[src/rtl/alu_rs_pkg.sv]
// alu_rs_pkg: shared types and defaults for the ALU reservation station.
// Optional feature macro used by alu_rs: ALU_RS_DISPATCH_BYPASS_EN.
package alu_rs_pkg;

    localparam int RS_DEPTH_DEF = 4;
    localparam int RS_TAG_W_DEF = 4;

    // Tags are stored zero-extended to this width so one record type serves
    // every TAG_W up to this limit.
    localparam int RS_TAG_MAX_W = 16;

    typedef logic [RS_TAG_MAX_W-1:0] rs_tag_t;

    typedef struct packed {
        logic        valid;
        logic [31:0] pc;
        logic [31:0] inst;
        logic        rs1_rdy;
        logic [31:0] rs1_val;
        rs_tag_t     rs1_tag;
        logic        rs2_rdy;
        logic [31:0] rs2_val;
        rs_tag_t     rs2_tag;
        rs_tag_t     dst_tag;
    } rs_entry_t;

    // True when a waiting operand is satisfied by the current broadcast.
    function automatic logic tag_hit(input logic    rdy,
                                     input rs_tag_t tag,
                                     input logic    cdb_v,
                                     input rs_tag_t cdb_tag);
        return !rdy && cdb_v && (tag == cdb_tag);
    endfunction

endpackage

[src/rtl/alu_rs_pick.sv]
// alu_rs_pick: priority encoder returning the lowest set index of a ready vector.
module alu_rs_pick
    import alu_rs_pkg::*;
#(
    parameter int DEPTH = RS_DEPTH_DEF,
    parameter int IDX_W = (DEPTH > 1) ? $clog2(DEPTH) : 1
) (
    input  logic [DEPTH-1:0] i_ready,
    output logic [IDX_W-1:0] o_idx,
    output logic             o_found
);

    // Scan from the top down so the lowest (oldest) ready index wins.
    always_comb begin
        o_idx   = '0;
        o_found = 1'b0;
        for (int i = DEPTH - 1; i >= 0; i--) begin
            if (i_ready[i]) begin
                o_idx   = IDX_W'(i);
                o_found = 1'b1;
            end
        end
    end

endmodule

[src/rtl/alu_rs.sv]
// alu_rs: collapsing-queue reservation station feeding one ALU.
// Entries stay in allocation order (index 0 oldest); the oldest entry whose
// operands were ready at the start of the cycle issues one cycle later.
// Optional feature: define ALU_RS_DISPATCH_BYPASS_EN to let a dispatching
// operand capture a same-cycle CDB broadcast for its tag.
module alu_rs
    import alu_rs_pkg::*;
#(
    parameter int DEPTH = RS_DEPTH_DEF,
    parameter int TAG_W = RS_TAG_W_DEF
) (
    input  logic             clk_i,
    input  logic             reset_i,
    input  logic             dispatch_valid_i,
    output logic             dispatch_ready_o,
    input  logic [31:0]      dispatch_pc_i,
    input  logic [31:0]      dispatch_inst_i,
    input  logic             dispatch_rs1_rdy_i,
    input  logic             dispatch_rs2_rdy_i,
    input  logic [31:0]      dispatch_rs1_val_i,
    input  logic [31:0]      dispatch_rs2_val_i,
    input  logic [TAG_W-1:0] dispatch_rs1_tag_i,
    input  logic [TAG_W-1:0] dispatch_rs2_tag_i,
    input  logic [TAG_W-1:0] dispatch_dst_tag_i,
    input  logic             cdb_valid_i,
    input  logic [TAG_W-1:0] cdb_tag_i,
    input  logic [31:0]      cdb_value_i,
    input  logic             flush_i,
    output logic             alu_request_o,
    output logic [31:0]      pc_o,
    output logic [31:0]      inst_o,
    output logic [31:0]      rs1_value_o,
    output logic [31:0]      rs2_value_o,
    output logic [TAG_W-1:0] dst_tag_o
);

    localparam int CNT_W = $clog2(DEPTH + 1);
    localparam int IDX_W = (DEPTH > 1) ? $clog2(DEPTH) : 1;

    rs_entry_t        r_entry [DEPTH];
    logic [CNT_W-1:0] r_count;

    logic             r_alu_req;
    logic [31:0]      r_pc;
    logic [31:0]      r_inst;
    logic [31:0]      r_rs1_val;
    logic [31:0]      r_rs2_val;
    logic [TAG_W-1:0] r_dst_tag;

    logic [DEPTH-1:0] w_ready_vec;
    logic [IDX_W-1:0] w_pick_idx;
    logic             w_pick_found;
    logic             w_issue;
    logic             w_dispatch;
    rs_tag_t          w_cdb_tag;
    rs_entry_t        w_woke [DEPTH+1];
    rs_entry_t        w_next [DEPTH];
    rs_entry_t        w_new;
    rs_entry_t        w_sel;
    logic [CNT_W-1:0] w_count_rm;
    logic [CNT_W-1:0] w_count_next;

    assign dispatch_ready_o = (r_count != CNT_W'(DEPTH));
    assign w_cdb_tag        = rs_tag_t'(cdb_tag_i);
    assign w_issue          = w_pick_found & ~flush_i;
    assign w_dispatch       = dispatch_valid_i & dispatch_ready_o & ~flush_i;
    assign w_sel            = r_entry[w_pick_idx];

    // Issue candidates are judged on registered state, before this cycle's wakeup.
    always_comb begin
        w_ready_vec = '0;
        for (int i = 0; i < DEPTH; i++) begin
            w_ready_vec[i] = r_entry[i].valid & r_entry[i].rs1_rdy & r_entry[i].rs2_rdy;
        end
    end

    alu_rs_pick #(
        .DEPTH (DEPTH),
        .IDX_W (IDX_W)
    ) u_pick (
        .i_ready (w_ready_vec),
        .o_idx   (w_pick_idx),
        .o_found (w_pick_found)
    );

    // CDB wakeup of every waiting operand; the extra slot feeds the collapse shift.
    always_comb begin
        for (int i = 0; i < DEPTH; i++) begin
            w_woke[i] = r_entry[i];
            if (r_entry[i].valid &&
                tag_hit(r_entry[i].rs1_rdy, r_entry[i].rs1_tag, cdb_valid_i, w_cdb_tag)) begin
                w_woke[i].rs1_rdy = 1'b1;
                w_woke[i].rs1_val = cdb_value_i;
            end
            if (r_entry[i].valid &&
                tag_hit(r_entry[i].rs2_rdy, r_entry[i].rs2_tag, cdb_valid_i, w_cdb_tag)) begin
                w_woke[i].rs2_rdy = 1'b1;
                w_woke[i].rs2_val = cdb_value_i;
            end
        end
        w_woke[DEPTH] = '0;
    end

    // Build the record for an incoming dispatch.
    always_comb begin
        w_new         = '0;
        w_new.valid   = 1'b1;
        w_new.pc      = dispatch_pc_i;
        w_new.inst    = dispatch_inst_i;
        w_new.rs1_rdy = dispatch_rs1_rdy_i;
        w_new.rs1_val = dispatch_rs1_val_i;
        w_new.rs1_tag = rs_tag_t'(dispatch_rs1_tag_i);
        w_new.rs2_rdy = dispatch_rs2_rdy_i;
        w_new.rs2_val = dispatch_rs2_val_i;
        w_new.rs2_tag = rs_tag_t'(dispatch_rs2_tag_i);
        w_new.dst_tag = rs_tag_t'(dispatch_dst_tag_i);
`ifdef ALU_RS_DISPATCH_BYPASS_EN
        if (tag_hit(w_new.rs1_rdy, w_new.rs1_tag, cdb_valid_i, w_cdb_tag)) begin
            w_new.rs1_rdy = 1'b1;
            w_new.rs1_val = cdb_value_i;
        end
        if (tag_hit(w_new.rs2_rdy, w_new.rs2_tag, cdb_valid_i, w_cdb_tag)) begin
            w_new.rs2_rdy = 1'b1;
            w_new.rs2_val = cdb_value_i;
        end
`endif
    end

    // Collapse out the issued entry first, then append the dispatch at the new tail.
    always_comb begin
        w_count_rm   = r_count - CNT_W'(w_issue);
        w_count_next = w_count_rm + CNT_W'(w_dispatch);
        for (int i = 0; i < DEPTH; i++) begin
            if (w_issue && (i >= int'(w_pick_idx))) begin
                w_next[i] = w_woke[i+1];
            end else begin
                w_next[i] = w_woke[i];
            end
            if (w_dispatch && (i == int'(w_count_rm))) begin
                w_next[i] = w_new;
            end
        end
    end

    // Queue storage and occupancy; flush empties the station.
    always_ff @(posedge clk_i or posedge reset_i) begin
        if (reset_i) begin
            for (int i = 0; i < DEPTH; i++) begin
                r_entry[i] <= '0;
            end
            r_count <= '0;
        end else if (flush_i) begin
            for (int i = 0; i < DEPTH; i++) begin
                r_entry[i] <= '0;
            end
            r_count <= '0;
        end else begin
            for (int i = 0; i < DEPTH; i++) begin
                r_entry[i] <= w_next[i];
            end
            r_count <= w_count_next;
        end
    end

    // Issue registers: request pulses for one cycle, data holds its last value.
    always_ff @(posedge clk_i or posedge reset_i) begin
        if (reset_i) begin
            r_alu_req <= 1'b0;
            r_pc      <= '0;
            r_inst    <= '0;
            r_rs1_val <= '0;
            r_rs2_val <= '0;
            r_dst_tag <= '0;
        end else begin
            r_alu_req <= w_issue;
            if (w_issue) begin
                r_pc      <= w_sel.pc;
                r_inst    <= w_sel.inst;
                r_rs1_val <= w_sel.rs1_val;
                r_rs2_val <= w_sel.rs2_val;
                r_dst_tag <= w_sel.dst_tag[TAG_W-1:0];
            end
        end
    end

    assign alu_request_o = r_alu_req;
    assign pc_o          = r_pc;
    assign inst_o        = r_inst;
    assign rs1_value_o   = r_rs1_val;
    assign rs2_value_o   = r_rs2_val;
    assign dst_tag_o     = r_dst_tag;

endmodule

[config.mk]
export PLATFORM = sky130hd
export DESIGN_NAME = alu_rs
export DESIGN_NICKNAME = d
export VERILOG_FILES = /design/src/rtl/alu_rs_pkg.sv /design/src/rtl/alu_rs_pick.sv /design/src/rtl/alu_rs.sv
export SDC_FILE = /design/constraint.sdc
export NUM_CORES = 2
export LEC_CHECK = 0
export CORE_MARGIN = 4
export CORE_UTILIZATION = 55
export CTS_CLUSTER_DIAMETER = 150
export DETAILED_ROUTE_END_ITERATION = 7
export PLACE_DENSITY_LB_ADDON = 0.15
export REMOVE_ABC_BUFFERS = 1
export SYNTH_ARGS = -nofsm -noshare
export SYNTH_HDL_FRONTEND = slang
export SYNTH_SLANG_ARGS = --single-unit
[constraint.sdc]
create_clock -name clk_i -period 40.6 [get_ports clk_i]
set_input_delay 6.09 -clock clk_i [delete_from_list [all_inputs] [get_ports clk_i]]
set_output_delay 6.09 -clock clk_i [all_outputs]
set_load 0.01 [all_outputs]
==> flow_summary.toml <==
[placed_design]
dp_hpwl_mm = 70.33
dpl-instance-area_sq_um = 39920
port_buffers = 316
gp_congestion = 0.8442

[cts]
insertion_delay_ps = 640
postCtsHoldBufs = 0
cts_root_buf = "clkbuf_16"
post_cts_resized = 0
cts_made_buffers = 78
path_clk_slew_ps = 60
h-tree-depth = 3
cts_buffer_depth = 3
post_cts_buffers = 0
cts_tree = "yes"
cts.sinks = 711

[logic_synthesis]
syn_inst = 3888
ys_seq_elements = 711
syn_avg_cell_area_sq_um = 9.400
synthSimpleGateAreaFrac = 0.1310
synth_top_family_by_area = "compound AO/OA/AOI/OAI gates"
synth.area.mux_share = 0.05937
async_flop_share = 1.000
syn_area_sq_um = 36550
synthAdderAreaFrac = 0.001027
synth.distinct_cells = 55
seq_area_frac_synth = 0.4868
synthFlopType = "dfrtp_1"
synth_xor_area_frac = 0.008388
synth-edff-count = 0
synth_warnings = 0
synth_compound_area_frac = 0.2659

[sta]
tightest_slew_ps = 1327
slew_violations = 0
finClkSkew_ps = 26.44
clock.fmax_mhz = 97.72
final_hold_viol_count = 0
relSlewSlack = 0.1118
tns_ps = 0
holdWs_ps = 481.6
finalSetupViolations = 0
fin_crit_sh = 0.2520
rsz0062_at_grt = "false"
final.min_clock_period_ps = 10230

[global_route]
gr-total-overflow = 0
grt_pass1_vias = 33480
grt_pass1_wl_mm = 197.7
grt_use_total = 0.3499
grt_antenna_before_repair = 7
grt_max_degree = 182

[drt]
wl_mm = 127.6
drtAntennaViolNets = 0
drt_first_pass_iters = 6
drt_iter0_drc = 4556
drc = 0
via_count = 33920
wl_per_cell_microns = 26.27
drt-vias-per-instance = 6.981

[worst_setup_path]
end_kind = "flop"
r2r_setup_slack_ps = 35470
cp_data_arrival_time_ps = 10720
path_max_fanout = 63
slowest_delay_ps = 850
crit_family = "simple AND/OR/NAND/NOR gates"
cp.required_ps = 41080
path_buf_inv = 4
cp_common_cell = "ha_1"
crit_slowest_cell = "nand2_2"
crit-reg2reg-capture = "r_entry[291]$_DFF_PP0_"
cp-start-kind = "input pin"
crit_type = "input pin to flop"
r2r_cells = 12
path_cells = "buf_8, clkinv_1, o21ai_4, inv_1, ha_1, ha_1, or2_1, a211oi_1, nand2_4, nand2_2, buf_4, o31ai_1"
r2r_start = "r_entry[471]$_DFF_PP0_"

[hold_path]
hold_path_depth = 2
min_from = "inst_o[10]$_DFFE_PP0P_"
hold_path_class = "flop to flop"
whs_endpoint = "inst_o[10]$_DFFE_PP0P_"

[floorplan]
die_area_sq_um = 70640
num_rows = 94
die_h_microns = 265.8
start_util = 0.5549
pin_count = 317
die_x_microns = 265.8
core-area_sq_um = 65860

[finish]
nFillCells = 5437
area_growth_pct = 16.31
fin_area_sq_um = 42510
drive_gt1_frac = 0.05963
layout_common_cells = "764 x nand2_1, 711 x dfrtp_1, 315 x clkdlybuf4s50_1, 256 x nor2_1, 226 x a311oi_1"
finalNetCount = 4118
final_common_cell = "nand2_1"

[run_status]
status = "finished, final reports clean"

[power_and_ir_drop]
power_density_nw_per_um2 = 45.00
p_leak_nw = 17.90
ir_drop_mv = 0.02936

[run]
maxCapViolCount = 0
==> flip-flops by register name, summed over array words and instances, names as in the netlist <==
signal         cells
r_count            3
r_entry          575
dst_tag_o          4
pc_o              32
inst_o            32
alu_request_o      1
rs2_value_o       32
rs1_value_o       32
==> metrics by stage <==
stage | power (mW) | setup slack, ps | cells | util
floorplan | 0.9904 | 14570 | 3466 | -
global placement | 1.185 | 29960 | 4716 | 0.6061
detailed placement | 1.190 | 29850 | 4716 | 0.6061
CTS | 1.914 | 30480 | 4855 | 0.6453
global route | 1.980 | 30210 | 4857 | 0.6453
finish | 1.913 | 30370 | 4858 | 0.6454
==> cell type report <==
| type | instances | area [sq um] | area share |
|---|---|---|---|
| multi-input combinational | 2730 | 17220 | 0.4050 |
| antenna | 3 | 7.507 | 0.0001766 |
| timing repair buffer | 386 | 3731 | 0.08778 |
| inverter | 25 | 101.3 | 0.002384 |
| clock buffer | 115 | 2283 | 0.05372 |
| sequential | 711 | 17790 | 0.4186 |
| tap | 864 | 1081 | 0.02543 |
| clock inverter | 24 | 292.8 | 0.006888 |
==> synth_stat cells, drive strengths merged, types with 4 or more instances <==
cell	number	area, sq um
o21ai	146	730.7
nor4	8	50.05
a21boi	64	480.5
and3	69	431.7
inv	24	90.09
o221ai	132	1156
a311oi	226	1979
nand3	29	145.1
a221o	14	140.1
clkbuf	341	1280
a22o	76	665.6
o31ai	96	720.7
o32ai	65	569.3
xor2	28	245.2
o211ai	5	47.54
a32oi	62	543.0
and2	7	43.79
xnor2	7	61.31
buf	81	360.3
nor3	6	35.03
a21oi	188	944.7
o41ai	18	157.7
mux2	14	157.7
a21o	4	30.03
nand2b	22	137.6
nand2	768	2883
a2111oi	21	240.2
a22oi	132	991.0
nor2b	4	25.02
nor2	260	975.9
mux2i	201	2012
dfrtp	711	17790
o22ai	34	212.7
==> logic make-up after synthesis <==
family	count (synthesis)
mux	215
buf+inv	447
simple gates	1181
fa+ha+maj	3
xor+xnor	35
flops	711
compound gates	1296
==> where the power goes <==
group	leakage (nW)	switching, mW	internal [mW]
sequential	9.64	0.0564	0.786
combinational	6.99	0.185	0.156
clock	1.28	0.302	0.428
==> worst min-delay path, cell delays in order (launching register included) <==
cell	delay, ps
dfrtp_1	340
nand2_1	50
o221ai_1	60
==> worst max path at each step <==
stage / to / depth (start not counted) / from
3_5_place_dp: r_entry[291]$_DFF_PP0_ / 12 / flush_i
6_report: r_entry[291]$_DFF_PP0_ / 12 / flush_i
4_1_cts: r_entry[291]$_DFF_PP0_ / 12 / flush_i
3_3_place_gp: r_entry[288]$_DFF_PP0_ / 12 / flush_i
2_1_floorplan: alu_request_o$_DFF_PP0_ / 1 / reset_i
5_1_grt: r_entry[289]$_DFF_PP0_ / 12 / flush_i
==> routing by layer <==
layer	share of wire	wire length, microns	global-route usage	up-vias
li1	-	-	-	14600
met1	0.40	51310	0.4859	16950
met2	0.46	58620	0.5457	2027
met3	0.10	12840	0.07295	336
met4	0.038	4809	0.1348	8
met5	0.00033	42	0	-
Power figures use the tool's default switching activity.
